<file path="src/rtl/ins_writeback.sv">
// ============================================================================
// Module   : ins_writeback
// Purpose  : Commit/writeback stage. Takes one execute result per handshake
//            and applies its register-file write and PC update one cycle
//            later. Stores go into an in-order store buffer that drains to
//            the data bus over a req/ack handshake.
// Ports    : sys_clk/sys_rst_n         clock, async active-low reset
//            ex_valid/ex_ready         result handshake (ready = buffer not full)
//            reg_w_*, mem_w_*, reg_pc_w_* result fields
//            rf_we/rf_waddr/rf_wdata   register-file write (1-cycle pulse)
//            pc_we/pc_wdata            PC write (1-cycle pulse)
//            bus_req/bus_addr/bus_wdata/bus_ack  store drain handshake
//            sb_busy                   store buffer non-empty
//            ld_addr/ld_hit/ld_data    store-to-load forwarding lookup
//                                      (only with INS_WB_STORE_FWD_EN defined)
// Config   : INS_WB_STORE_FWD_EN enables the forwarding lookup ports.
// Revision : 1.0 - initial release
// ============================================================================
`default_nettype none

module ins_writeback #(
  parameter int SB_DEPTH = 4,
  parameter int DATA_W   = 32
) (
  input  logic              sys_clk,
  input  logic              sys_rst_n,
  input  logic              ex_valid,
  output logic              ex_ready,
  input  logic              reg_w_op,
  input  logic [4:0]        reg_w_reg_idx,
  input  logic [DATA_W-1:0] reg_w_reg_val,
  input  logic              mem_w_op,
  input  logic [DATA_W-1:0] mem_w_mem_addr,
  input  logic [DATA_W-1:0] mem_w_mem_val,
  input  logic              reg_pc_w_op,
  input  logic [DATA_W-1:0] reg_pc_w_val,
  output logic              rf_we,
  output logic [4:0]        rf_waddr,
  output logic [DATA_W-1:0] rf_wdata,
  output logic              pc_we,
  output logic [DATA_W-1:0] pc_wdata,
  output logic              bus_req,
  output logic [DATA_W-1:0] bus_addr,
  output logic [DATA_W-1:0] bus_wdata,
  input  logic              bus_ack,
`ifdef INS_WB_STORE_FWD_EN
  input  logic [DATA_W-1:0] ld_addr,
  output logic              ld_hit,
  output logic [DATA_W-1:0] ld_data,
`endif
  output logic              sb_busy
);

  localparam int PTR_W = $clog2(SB_DEPTH);
  localparam int CNT_W = PTR_W + 1;

  typedef enum logic [0:0] {
    S_IDLE = 1'b0,
    S_REQ  = 1'b1
  } state_e;

  // Store buffer storage and bookkeeping
  logic [DATA_W-1:0] sb_addr_q [SB_DEPTH];
  logic [DATA_W-1:0] sb_data_q [SB_DEPTH];
  logic [PTR_W-1:0]  wr_ptr_q, wr_ptr_d;
  logic [PTR_W-1:0]  rd_ptr_q, rd_ptr_d;
  logic [CNT_W-1:0]  sb_count_q, sb_count_d;

  state_e            state_q;
  logic              bus_req_q;
  logic [DATA_W-1:0] bus_addr_q, bus_wdata_q;

  logic              rf_we_q, pc_we_q;
  logic [4:0]        rf_waddr_q;
  logic [DATA_W-1:0] rf_wdata_q, pc_wdata_q;

  logic              accept, push, pop;

  // ---------------------------------------------------------------------------
  // Handshake and buffer next-state
  // ---------------------------------------------------------------------------
  always_comb begin
    ex_ready   = (sb_count_q < CNT_W'(SB_DEPTH));
    accept     = ex_valid && ex_ready;
    push       = accept && mem_w_op;
    // A pop can only happen while a request is actually on the bus, so a
    // stray ack in S_IDLE has no effect.
    pop        = (state_q == S_REQ) && bus_ack;
    wr_ptr_d   = push ? (wr_ptr_q + PTR_W'(1)) : wr_ptr_q;
    rd_ptr_d   = pop  ? (rd_ptr_q + PTR_W'(1)) : rd_ptr_q;
    sb_count_d = sb_count_q;
    case ({push, pop})
      2'b10:   sb_count_d = sb_count_q + CNT_W'(1);
      2'b01:   sb_count_d = sb_count_q - CNT_W'(1);
      default: sb_count_d = sb_count_q;
    endcase
  end

  always_ff @(posedge sys_clk or negedge sys_rst_n) begin
    if (!sys_rst_n) begin
      wr_ptr_q   <= '0;
      rd_ptr_q   <= '0;
      sb_count_q <= '0;
    end else begin
      wr_ptr_q   <= wr_ptr_d;
      rd_ptr_q   <= rd_ptr_d;
      sb_count_q <= sb_count_d;
    end
  end

  // Entry storage needs no reset: validity is tracked by the count/pointers.
  always_ff @(posedge sys_clk) begin
    if (push) begin
      sb_addr_q[wr_ptr_q] <= mem_w_mem_addr;
      sb_data_q[wr_ptr_q] <= mem_w_mem_val;
    end
  end

  // ---------------------------------------------------------------------------
  // Register-file and PC write strobes
  // ---------------------------------------------------------------------------
  always_ff @(posedge sys_clk or negedge sys_rst_n) begin
    if (!sys_rst_n) begin
      rf_we_q    <= 1'b0;
      rf_waddr_q <= '0;
      rf_wdata_q <= '0;
      pc_we_q    <= 1'b0;
      pc_wdata_q <= '0;
    end else begin
      // x0 is hard-wired zero, so writes to it are dropped here.
      rf_we_q <= accept && reg_w_op && (reg_w_reg_idx != 5'd0);
      if (accept && reg_w_op && (reg_w_reg_idx != 5'd0)) begin
        rf_waddr_q <= reg_w_reg_idx;
        rf_wdata_q <= reg_w_reg_val;
      end
      pc_we_q <= accept && reg_pc_w_op;
      if (accept && reg_pc_w_op) begin
        pc_wdata_q <= reg_pc_w_val;
      end
    end
  end

  // ---------------------------------------------------------------------------
  // Drain FSM: bus address/data are registered copies of the head entry,
  // loaded when a request starts or advances, so they stay stable while
  // bus_req is high regardless of pushes into the buffer.
  // ---------------------------------------------------------------------------
  always_ff @(posedge sys_clk or negedge sys_rst_n) begin
    if (!sys_rst_n) begin
      state_q     <= S_IDLE;
      bus_req_q   <= 1'b0;
      bus_addr_q  <= '0;
      bus_wdata_q <= '0;
    end else begin
      case (state_q)
        S_IDLE: begin
          if (sb_count_q != '0) begin
            state_q     <= S_REQ;
            bus_req_q   <= 1'b1;
            bus_addr_q  <= sb_addr_q[rd_ptr_q];
            bus_wdata_q <= sb_data_q[rd_ptr_q];
          end
        end
        S_REQ: begin
          if (bus_ack) begin
            if (sb_count_q > CNT_W'(1)) begin
              // Back-to-back: rd_ptr_d already points at the next entry.
              bus_addr_q  <= sb_addr_q[rd_ptr_d];
              bus_wdata_q <= sb_data_q[rd_ptr_d];
            end else begin
              state_q   <= S_IDLE;
              bus_req_q <= 1'b0;
            end
          end
        end
        default: begin
          state_q   <= S_IDLE;
          bus_req_q <= 1'b0;
        end
      endcase
    end
  end

`ifdef INS_WB_STORE_FWD_EN
  // Scan from oldest to newest; a later (newer) match overrides an earlier
  // one. The head entry counts even while it is being popped.
  logic [PTR_W-1:0] fwd_idx;
  always_comb begin
    ld_hit  = 1'b0;
    ld_data = '0;
    fwd_idx = '0;
    for (int i = 0; i < SB_DEPTH; i++) begin
      fwd_idx = rd_ptr_q + PTR_W'(i);
      if ((CNT_W'(i) < sb_count_q) && (sb_addr_q[fwd_idx] == ld_addr)) begin
        ld_hit  = 1'b1;
        ld_data = sb_data_q[fwd_idx];
      end
    end
  end
`endif

  assign rf_we     = rf_we_q;
  assign rf_waddr  = rf_waddr_q;
  assign rf_wdata  = rf_wdata_q;
  assign pc_we     = pc_we_q;
  assign pc_wdata  = pc_wdata_q;
  assign bus_req   = bus_req_q;
  assign bus_addr  = bus_addr_q;
  assign bus_wdata = bus_wdata_q;
  assign sb_busy   = (sb_count_q != '0);

endmodule

`default_nettype wire

</file>
<file path="config.mk">
export PLATFORM = sky130hd
export DESIGN_NAME = ins_writeback
export DESIGN_NICKNAME = d
export VERILOG_FILES = /design/src/rtl/ins_writeback.sv
export SDC_FILE = /design/constraint.sdc
export NUM_CORES = 1
export LEC_CHECK = 0
export ABC_AREA = 1
export CAP_MARGIN = 30
export CORE_MARGIN = 2
export CORE_UTILIZATION = 46
export DETAILED_ROUTE_END_ITERATION = 12
export PLACE_DENSITY = 0.8
export REMOVE_ABC_BUFFERS = 1
export SLEW_MARGIN = 30
export SYNTH_ARGS = -nofsm -noshare
export SYNTH_HDL_FRONTEND = slang
export SYNTH_SLANG_ARGS = --single-unit
</file>
<file path="constraint.sdc">
create_clock -name sys_clk -period 10.35 [get_ports sys_clk]
set_input_delay 1.5525 -clock sys_clk [delete_from_list [all_inputs] [get_ports sys_clk]]
set_output_delay 1.5525 -clock sys_clk [all_outputs]
set_load 0.02 [all_outputs]
</file>
# == After elaboration in Yosys (flattened, before gate mapping) ==
# Memory sizes are Yosys's and may differ from the RTL's.
# Index checks and enable logic that the tools add are counted.
# totals
ff_bits,144
mem_bits_rw,256
inputBits,140
out_inout_bits,138
word_cells,58
n_memories,2
# memory_table
name,depth,width,read_ports,rd_ports_with_merged_regs,write_ports,line,source
sb_addr_q,4,32,2,0,1,63,logic [DATA_W-1:0] sb_addr_q [SB_DEPTH];
sb_data_q,4,32,2,0,1,64,logic [DATA_W-1:0] sb_data_q [SB_DEPTH];
# op_classes
n_addsub,4
n_lt_le_gt_ge,2
n_eq_ne,6
mux,20
bitwise,1
n_reduce_logical,11
# ops
cell,n
2-to-1 mux 32 bit,6
case mux 32 bit (2 select lines),2
2-to-1 mux 1 bit,8
logical AND 1 bit,6
"!= test 2 bit, second input constant",3
case mux 3 bit (2 select lines),1
AND reduction 3 bit,2
nonzero test 5 bit,1
"adder 2 x 1 -> 2 bit, second input constant",2
case mux 1 bit (2 select lines),2
"adder 3 x 1 -> 3 bit, second input constant",1
"greater-than comparator 3 x 1 -> 1 bit, second input constant",1
"< comparator 3 bit, second input constant",1
nonzero test 3 bit,1
"subtractor 3 x 1 -> 3 bit, second input constant",1
"equality test 2 x 1 -> 1 bit, second input constant",1
"equality test 2 bit, second input constant",1
2-to-1 mux 2 bit,1
"!= test 2 x 1 -> 1 bit, second input constant",1
nonzero test 2 bit,1
inverter 1 bit,1

# == Logic depth before layout (Yosys ltp) ==
# Gate-level depths: netlist of the first run.
# An unclocked memory read counts as a cell.
# logic_depth
depth_word,6
ltp_mapped,10
ltp_nobuf,9

# == Least setup slack after synthesis of the first run ==
# OpenSTA, ideal clock, no wires.
# synth_timing
path_kind,in2reg
startpoint,input mem_w_op
endpoint,memory sb_addr_q[0][0] (enable)
setup_time_ns,0.487
t_arrival_ns,4.497
required_ns,9.863
path_slack_ns,5.367
stages,2
n_path_buf,0
cell_sequence,nand3_1 -> nor2_1
# synth_via
elab_chain_cells,3
# synth_rtl
item,line,source
start: declaration,32,"input logic mem_w_op,"
logical AND 1 bit,85,push = accept && mem_w_op;
2-to-1 mux 1 bit,113,if (push) begin
2-to-1 mux 1 bit (implied by the code),114,sb_addr_q[wr_ptr_q] <= mem_w_mem_addr;
end: declaration,63,
# No other way between the ends.

# == Worst setup path after layout of the first run ==
# layout_timing
startpoint,input bus_ack
endpoint,register bus_addr_q[23] (netlist: bus_addr[23])
# layout_via
elab_chain_cells,6
elab_cells_between_ends,8
classes_between,eq/ne: 1; mux: 4; reduce/logical: 2; memory: 1
# layout_rtl
item,line,source
start: declaration,45,"input logic bus_ack,"
logical AND 1 bit,88,pop = (state_q == S_REQ) && bus_ack;
2-to-1 mux 2 bit,90,rd_ptr_d = pop ? (rd_ptr_q + PTR_W'(1)) : rd_ptr_q;
memory read (4 x 32 bit),--,
2-to-1 mux 32 bit,166,if (sb_count_q > CNT_W'(1)) begin
2-to-1 mux 32 bit,165,if (bus_ack) begin
case mux 32 bit (2 select lines),155,case (state_q)
end signal: assignment,160,bus_addr_q <= sb_addr_q[rd_ptr_q];
end signal: assignment,168,bus_addr_q <= sb_addr_q[rd_ptr_d];
end: declaration,71,"logic [DATA_W-1:0] bus_addr_q, bus_wdata_q;"
# Several ways; a longest one is shown, not always the timed one. The select of a mux whose other input is x is not followed.
# A chain may end at the register's enable or synchronous reset.

==> results of run 1 <==
cell usage in the layout, fill, tap and decap left out, drive strengths merged:
cell type / n
nand2: 475
nand3: 327
clkdlybuf4s50: 276
edfxtp: 256
dfrtp: 144
clkbuf: 62
inv: 23
buf: 16
nor2: 10
ha: 9
o21ai: 5
clkinvlp: 5
clkinv: 5
diode: 2
xnor2: 2
xor2: 2
bufinv: 2
nor3: 1
and3: 1
o21bai: 1
a21oi: 1
a22o: 1
cell families after synthesis:
logic type | count (synthesis) | share of synthesized area, %
and+or+nand+nor | 814 | 22.5
DFF | 400 | 72.9
buffers and inverters | 102 | 3.35
adders and majority gates | 9 | 0.727
AOI/OAI and AO/OA | 8 | 0.299
xor gates and xnor gates | 4 | 0.226
cell usage after synthesis (all sizes together):
| cell type | number |
|---|---|
| nand2 | 475 |
| nand3 | 327 |
| edfxtp | 256 |
| dfrtp | 144 |
| buf | 73 |
| inv | 21 |
| nor2 | 10 |
| ha | 9 |
| clkbuf | 8 |
| o21ai | 5 |
| xnor2 | 2 |
| xor2 | 2 |
| a21oi | 1 |
| a22o | 1 |
| and3 | 1 |
| nor3 | 1 |
| o21bai | 1 |
state kept, by name (all words and copies together) (netlist names):
signal      cells
rf_wdata       32
bus_addr       32
sb_count_q      3
pc_wdata       32
sb_addr_q     128
bus_wdata      32
rf_waddr        5
wr_ptr_q        2
sb_data_q     128
rf_we           1
rd_ptr_q        2
bus_req         1
state_q         1
pc_we           1
per-stage QoR:
stage               hold slack, ns  cell area [sq um]  power (mW)
floorplan                    0.495              15000        3.67
global placement             0.458              18500        4.69
detailed placement           0.464              18600        4.77
CTS                          0.479              19900        6.25
global route                 0.496              20000        6.57
finish                       0.475              20000        6.21
cell type report:
class	count	area, sq um	share of cell area [%]
antenna	2	5.00	0.0250
clock buffer	62	1220	6.10
clock inverter	14	144	0.719
inverter	21	78.8	0.394
multi-input combinational	835	3750	18.7
sequential	400	11300	56.4
tap	448	561	2.80
timing repair buffer	292	2960	14.8
critical path: stages:
cell and delay (ns):
clkdlybuf4s50_1 0.63, nand3_4 0.62, nand2_4 0.84, buf_4 0.70, nand2_1 0.13, nand3_1 0.14, nand3_1 0.10, nand2_1 0.09
routing by layer:
metal	part of all wire, %	GRT usage (%)	vias to the layer above	routed length [um]
li1	-	-	5089	-
met1	40	27.5	5309	15600
met2	49	37.1	501	18800
met3	8.8	5.07	79	3410
met4	2.1	6.36	4	814
met5	0.059	0	-	23
power by group through the flow:
| stage | registers (mW) | logic, mW | clock network (mW) |
|---|---|---|---|
| 2_1_floorplan | 2.61 | 1.06 | 0 |
| 3_3_place_gp | 2.30 | 2.39 | 0 |
| 3_5_place_dp | 2.31 | 2.47 | 0 |
| 4_1_cts | 2.28 | 2.48 | 1.49 |
| 5_1_grt | 2.32 | 2.70 | 1.55 |
| 6_report | 2.28 | 2.47 | 1.46 |
path summary, 6_finish.rpt:
kind / start / endpoint / cells after the start
max reg2reg: rd_ptr_q[0] / bus_addr[23] / 7
max: bus_ack / bus_addr[23] / 8
min: rf_wdata[15] / rf_wdata[15] / 2
min in group asynchronous: sys_rst_n / bus_addr[3] / 1
min reg2reg: rf_wdata[15] / rf_wdata[15] / 2
max in group asynchronous: sys_rst_n / pc_wdata[28] / 2
==> impl_metrics.tcl, run 1 <==
set metrics [dict create \
    status "completed" \
    slew_headroom_pct 37.1 \
    grt_usage_pct 21.6 \
    nets 1741 \
    ios 278 \
    p_seq_share_pct 36.7 \
    drt_iter0_markers 723 \
    post-route-util_pct 60.0 \
    power.share.switching_pct 37.6 \
    slew_viol_final 0 \
    clkTransAtPathRegs_ns 0.06 \
    grt_pass1_vias 10913 \
    criticalPathCategory "input port to register" \
    cp-start-kind "input port" \
    p_leak_nw 8.06 \
    synth_area_per_cell_sq_um 11.6 \
    viasPerCell 5.30 \
    vias 10982 \
    cts_resized 0 \
    vdd_drop_max_v 0.000218 \
    cp.required_ns 10.81 \
    dpl.cell_count 1993 \
    grt_pass1_wl_mm 59.3 \
    fp.dieW_um 187 \
    hold_violations 0 \
    rsz0062_at_grt "no" \
    synthCells 1337 \
    netlist_area_sq_um 15500 \
    numCtsBuffers 42 \
    p_int_mw 3.88 \
    yosys-top-cells-area "edfxtp_1 50%, dfrtp_1 23%, nand2_1 11%" \
    grt_max_degree 78 \
    drc 0 \
    synth_top_cell_by_area "edfxtp_1" \
    ant_nets 0 \
    tns_ns 0 \
    core_sq_um 33400 \
    worst_slew_pin_slew_ns 0.941 \
    ys_seq_area_share_pct 72.9 \
    insertion_delay_ns 0.52 \
    hold_buffers 0 \
    hold_class "register to register" \
    place.port_buffers 277 \
    skew_ns 0.00746 \
    grt-ovfl-total 0 \
    period_needed_ns 4.46 \
    dieArea_sq_um 35200 \
    clock_power_share_pct 23.5 \
    post-dp-hpwl_mm 22.5 \
    endpoint_kind "register" \
    rows 67 \
    cts_root_buffer "clkbuf_16" \
    r2r_slack_ns 7.15 \
    layoutNonFillerInstCount 2074 \
    power.switching_mw 2.33 \
    initial_core_util_pct 46.4 \
    synth_cell_type_count 23 \
    post_drt_wl_per_cell_um 18.6 \
    nFillCells 2559 \
    drv_cap 0 \
    fin_ws_ns 5.89 \
    setup_viol 0 \
    fin_crit_sh_pct 43.1 \
    yosysWarnings 0 \
    gp_congestion 0.892 \
    cts_tree "built" \
    p_comb_share_pct 39.7 \
    layout-drive-gt1-share_pct 5.79 \
    powerDensity_nw_per_um2 310 \
    cts_buffer_depth 3 \
    first_pass_iters 5 \
    netlist.area_leader.share_pct 49.6 \
    cts.sinks 400 \
    ys_seq_elements 400 \
    die_y_um 187 \
    area_delta_synth_final_pct 29.2 \
    drt-total-wl_mm 38.7 \
    cp_max_fo 68 \
    pre_cts_slack_ns 5.39 \
    arrival_ns 4.91 \
    antenna_found_initial 4 \
    cts_setup_buffers 0 \
    h-tree-depth 2 \
    timing.fmax_ghz 0.224 \
]
Power figures use the tool's default switching activity.
==> run 2, diff against run 1 <==
- clock period: 10.35 -> 4.7 ns (I/O delays scaled with it)
==> run 2 against run 1 <==
Critical path type unchanged. Combinational power grew 120%. First-iteration DRC count decreased by 1.9%. Largest cell class unchanged. Via count grew 0.22%. Flip-flop and latch count stayed put. Worst hold slack worse by 0.30 ns. Non-clock buffer count is 6 higher. Wire length increased by 1.8%.
==> impl_metrics.tcl, run 2 (same netlist as run 1, synthesis figures left out) <==
set metrics [dict create \
    cts_resized 0 \
    powerDensity_nw_per_um2 685 \
    hold-worst-slack_ns 0.173 \
    cp.required_ns 5.16 \
    gp_congestion 0.890 \
    drt_iter0_markers 709 \
    viasPerCell 5.29 \
    p_leak_nw 8.07 \
    fp.dieW_um 187 \
    nets 1747 \
    wl_met2_mm 19.3 \
    crit_start "bus_ack" \
    final_common_cell "nand2_1" \
    cp_max_fo 60 \
    first_pass_iters 7 \
    post_drt_wl_per_cell_um 18.9 \
    hold_class "input port to async pin" \
    grt-ovfl-total 0 \
    grt_max_degree 91 \
    timing.critical_path.to "bus_addr[20]" \
    numCtsBuffers 42 \
    cts_tree "built" \
    tns_ns 0 \
    post-dp-hpwl_mm 23.5 \
    timing.fmax_ghz 0.349 \
    grt_pass1_vias 10982 \
    dieArea_sq_um 35200 \
    cts_buffer_depth 3 \
    m1WireLength_mm 16.1 \
    criticalPathCategory "input port to register" \
    antenna_found_initial 1 \
    timing.rr.end "bus_addr[20]" \
    h-tree-depth 2 \
    arrival_ns 3.33 \
    fin_crit_sh_pct 61.0 \
    final_cell_mix "470 x nand2_1, 326 x nand3_1, 276 x clkdlybuf4s50_1, 256 x edfxtp_1, 144 x dfrtp_1" \
    hold_buffers 0 \
    endpoint_kind "register" \
    nFillCells 2592 \
    place.port_buffers 277 \
    post-route-util_pct 59.9 \
    wl_met3_mm 3.24 \
    rsz0062_at_grt "no" \
    initial_core_util_pct 46.4 \
    drv_cap 0 \
    grt_usage_pct 21.9 \
    status "completed" \
    drt-total-wl_mm 39.3 \
    top_layer_used "met5" \
    grt_pass1_wl_mm 60.3 \
    cts_setup_buffers 0 \
    skew_ns 0.0144 \
    insertion_delay_ns 0.53 \
    clkTransAtPathRegs_ns 0.06 \
    cts.sinks 400 \
    rows 67 \
    r2r-start "rd_ptr_q[0]" \
    ant_nets 0 \
    ios 278 \
    core_sq_um 33400 \
    worst_slew_pin_slew_ns 0.915 \
    r2r_slack_ns 2.18 \
    period_needed_ns 2.87 \
    cts_root_buffer "clkbuf_16" \
    vdd_drop_max_v 0.000657 \
    setup_viol 0 \
    biggestRegsByFlops "sb_addr_q: 128 flops, sb_data_q: 128 flops" \
    diodes 0 \
    area_delta_synth_final_pct 28.9 \
    slew_viol_final 0 \
    vias 11006 \
    die_y_um 187 \
    layout-drive-gt1-share_pct 5.89 \
    slew_headroom_pct 39.0 \
    hold_violations 0 \
    drc 0 \
    reg2reg_depth 8 \
    cp-start-kind "input port" \
]
[run 2: how the worst min path moves through the flow]
stage | from | endpoint | slack, ns
finish | sys_rst_n | bus_addr[29] | 0.17
global route | sys_rst_n | bus_addr[15] | 0.24
CTS | sys_rst_n | bus_addr[29] | 0.24
detailed placement | rf_wdata[0] | rf_wdata[0] | 0.46
global placement | rf_wdata[11] | rf_wdata[11] | 0.46
floorplan | sys_rst_n | bus_addr[0] | 0.41
[run 2: where the power goes]
group	internal [mW]	switching, mW	total, mW
combinational	2.04	3.40	5.44
sequential	4.59	0.460	5.05
clock	1.88	1.31	3.18
[run 2: metal layers]
| metal | global-route usage (%) | vias up |
|---|---|---|
| met3 | 5.17 | 63 |
| met5 | 0 | - |
| met4 | 6.00 | 2 |
| met2 | 37.0 | 491 |
| li1 | - | 5095 |
| met1 | 28.7 | 5355 |
[run 2: final cells by class]
cell class / count / area, sq um / area share [%]
Inverter: 21 / 81.3 / 0.407
Timing Repair Buffer: 298 / 2960 / 14.8
Clock buffer: 63 / 1200 / 6.01
Sequential cell: 400 / 11300 / 56.5
Clock inverter: 14 / 128 / 0.639
Tap cell: 448 / 561 / 2.81
Multi-Input combinational cell: 835 / 3740 / 18.8
[run 2: worst max-delay path, cell delays in order]
cell and delay, ns:
clkdlybuf4s50_1 0.54, nand2_2 0.19, nand2_4 0.26, nand2_4 0.60, buf_4 0.50, nand2_1 0.14
nand3_1 0.12, nand3_1 0.10, nand2_1 0.10
[run 2: stage by stage]
| stage | cells | power [mW] | area, sq um | setup WS (ns) |
|---|---|---|---|---|
| after floorplan | 1256 | 8.08 | 15000 | 0.390 |
| after global placement | 2001 | 10.4 | 18600 | 1.41 |
| after detailed placement | 2001 | 10.5 | 18600 | 1.31 |
| after CTS | 2078 | 13.8 | 19900 | 1.86 |
| after global routing | 2079 | 14.4 | 20000 | 1.65 |
| final | 2079 | 13.7 | 20000 | 1.83 |
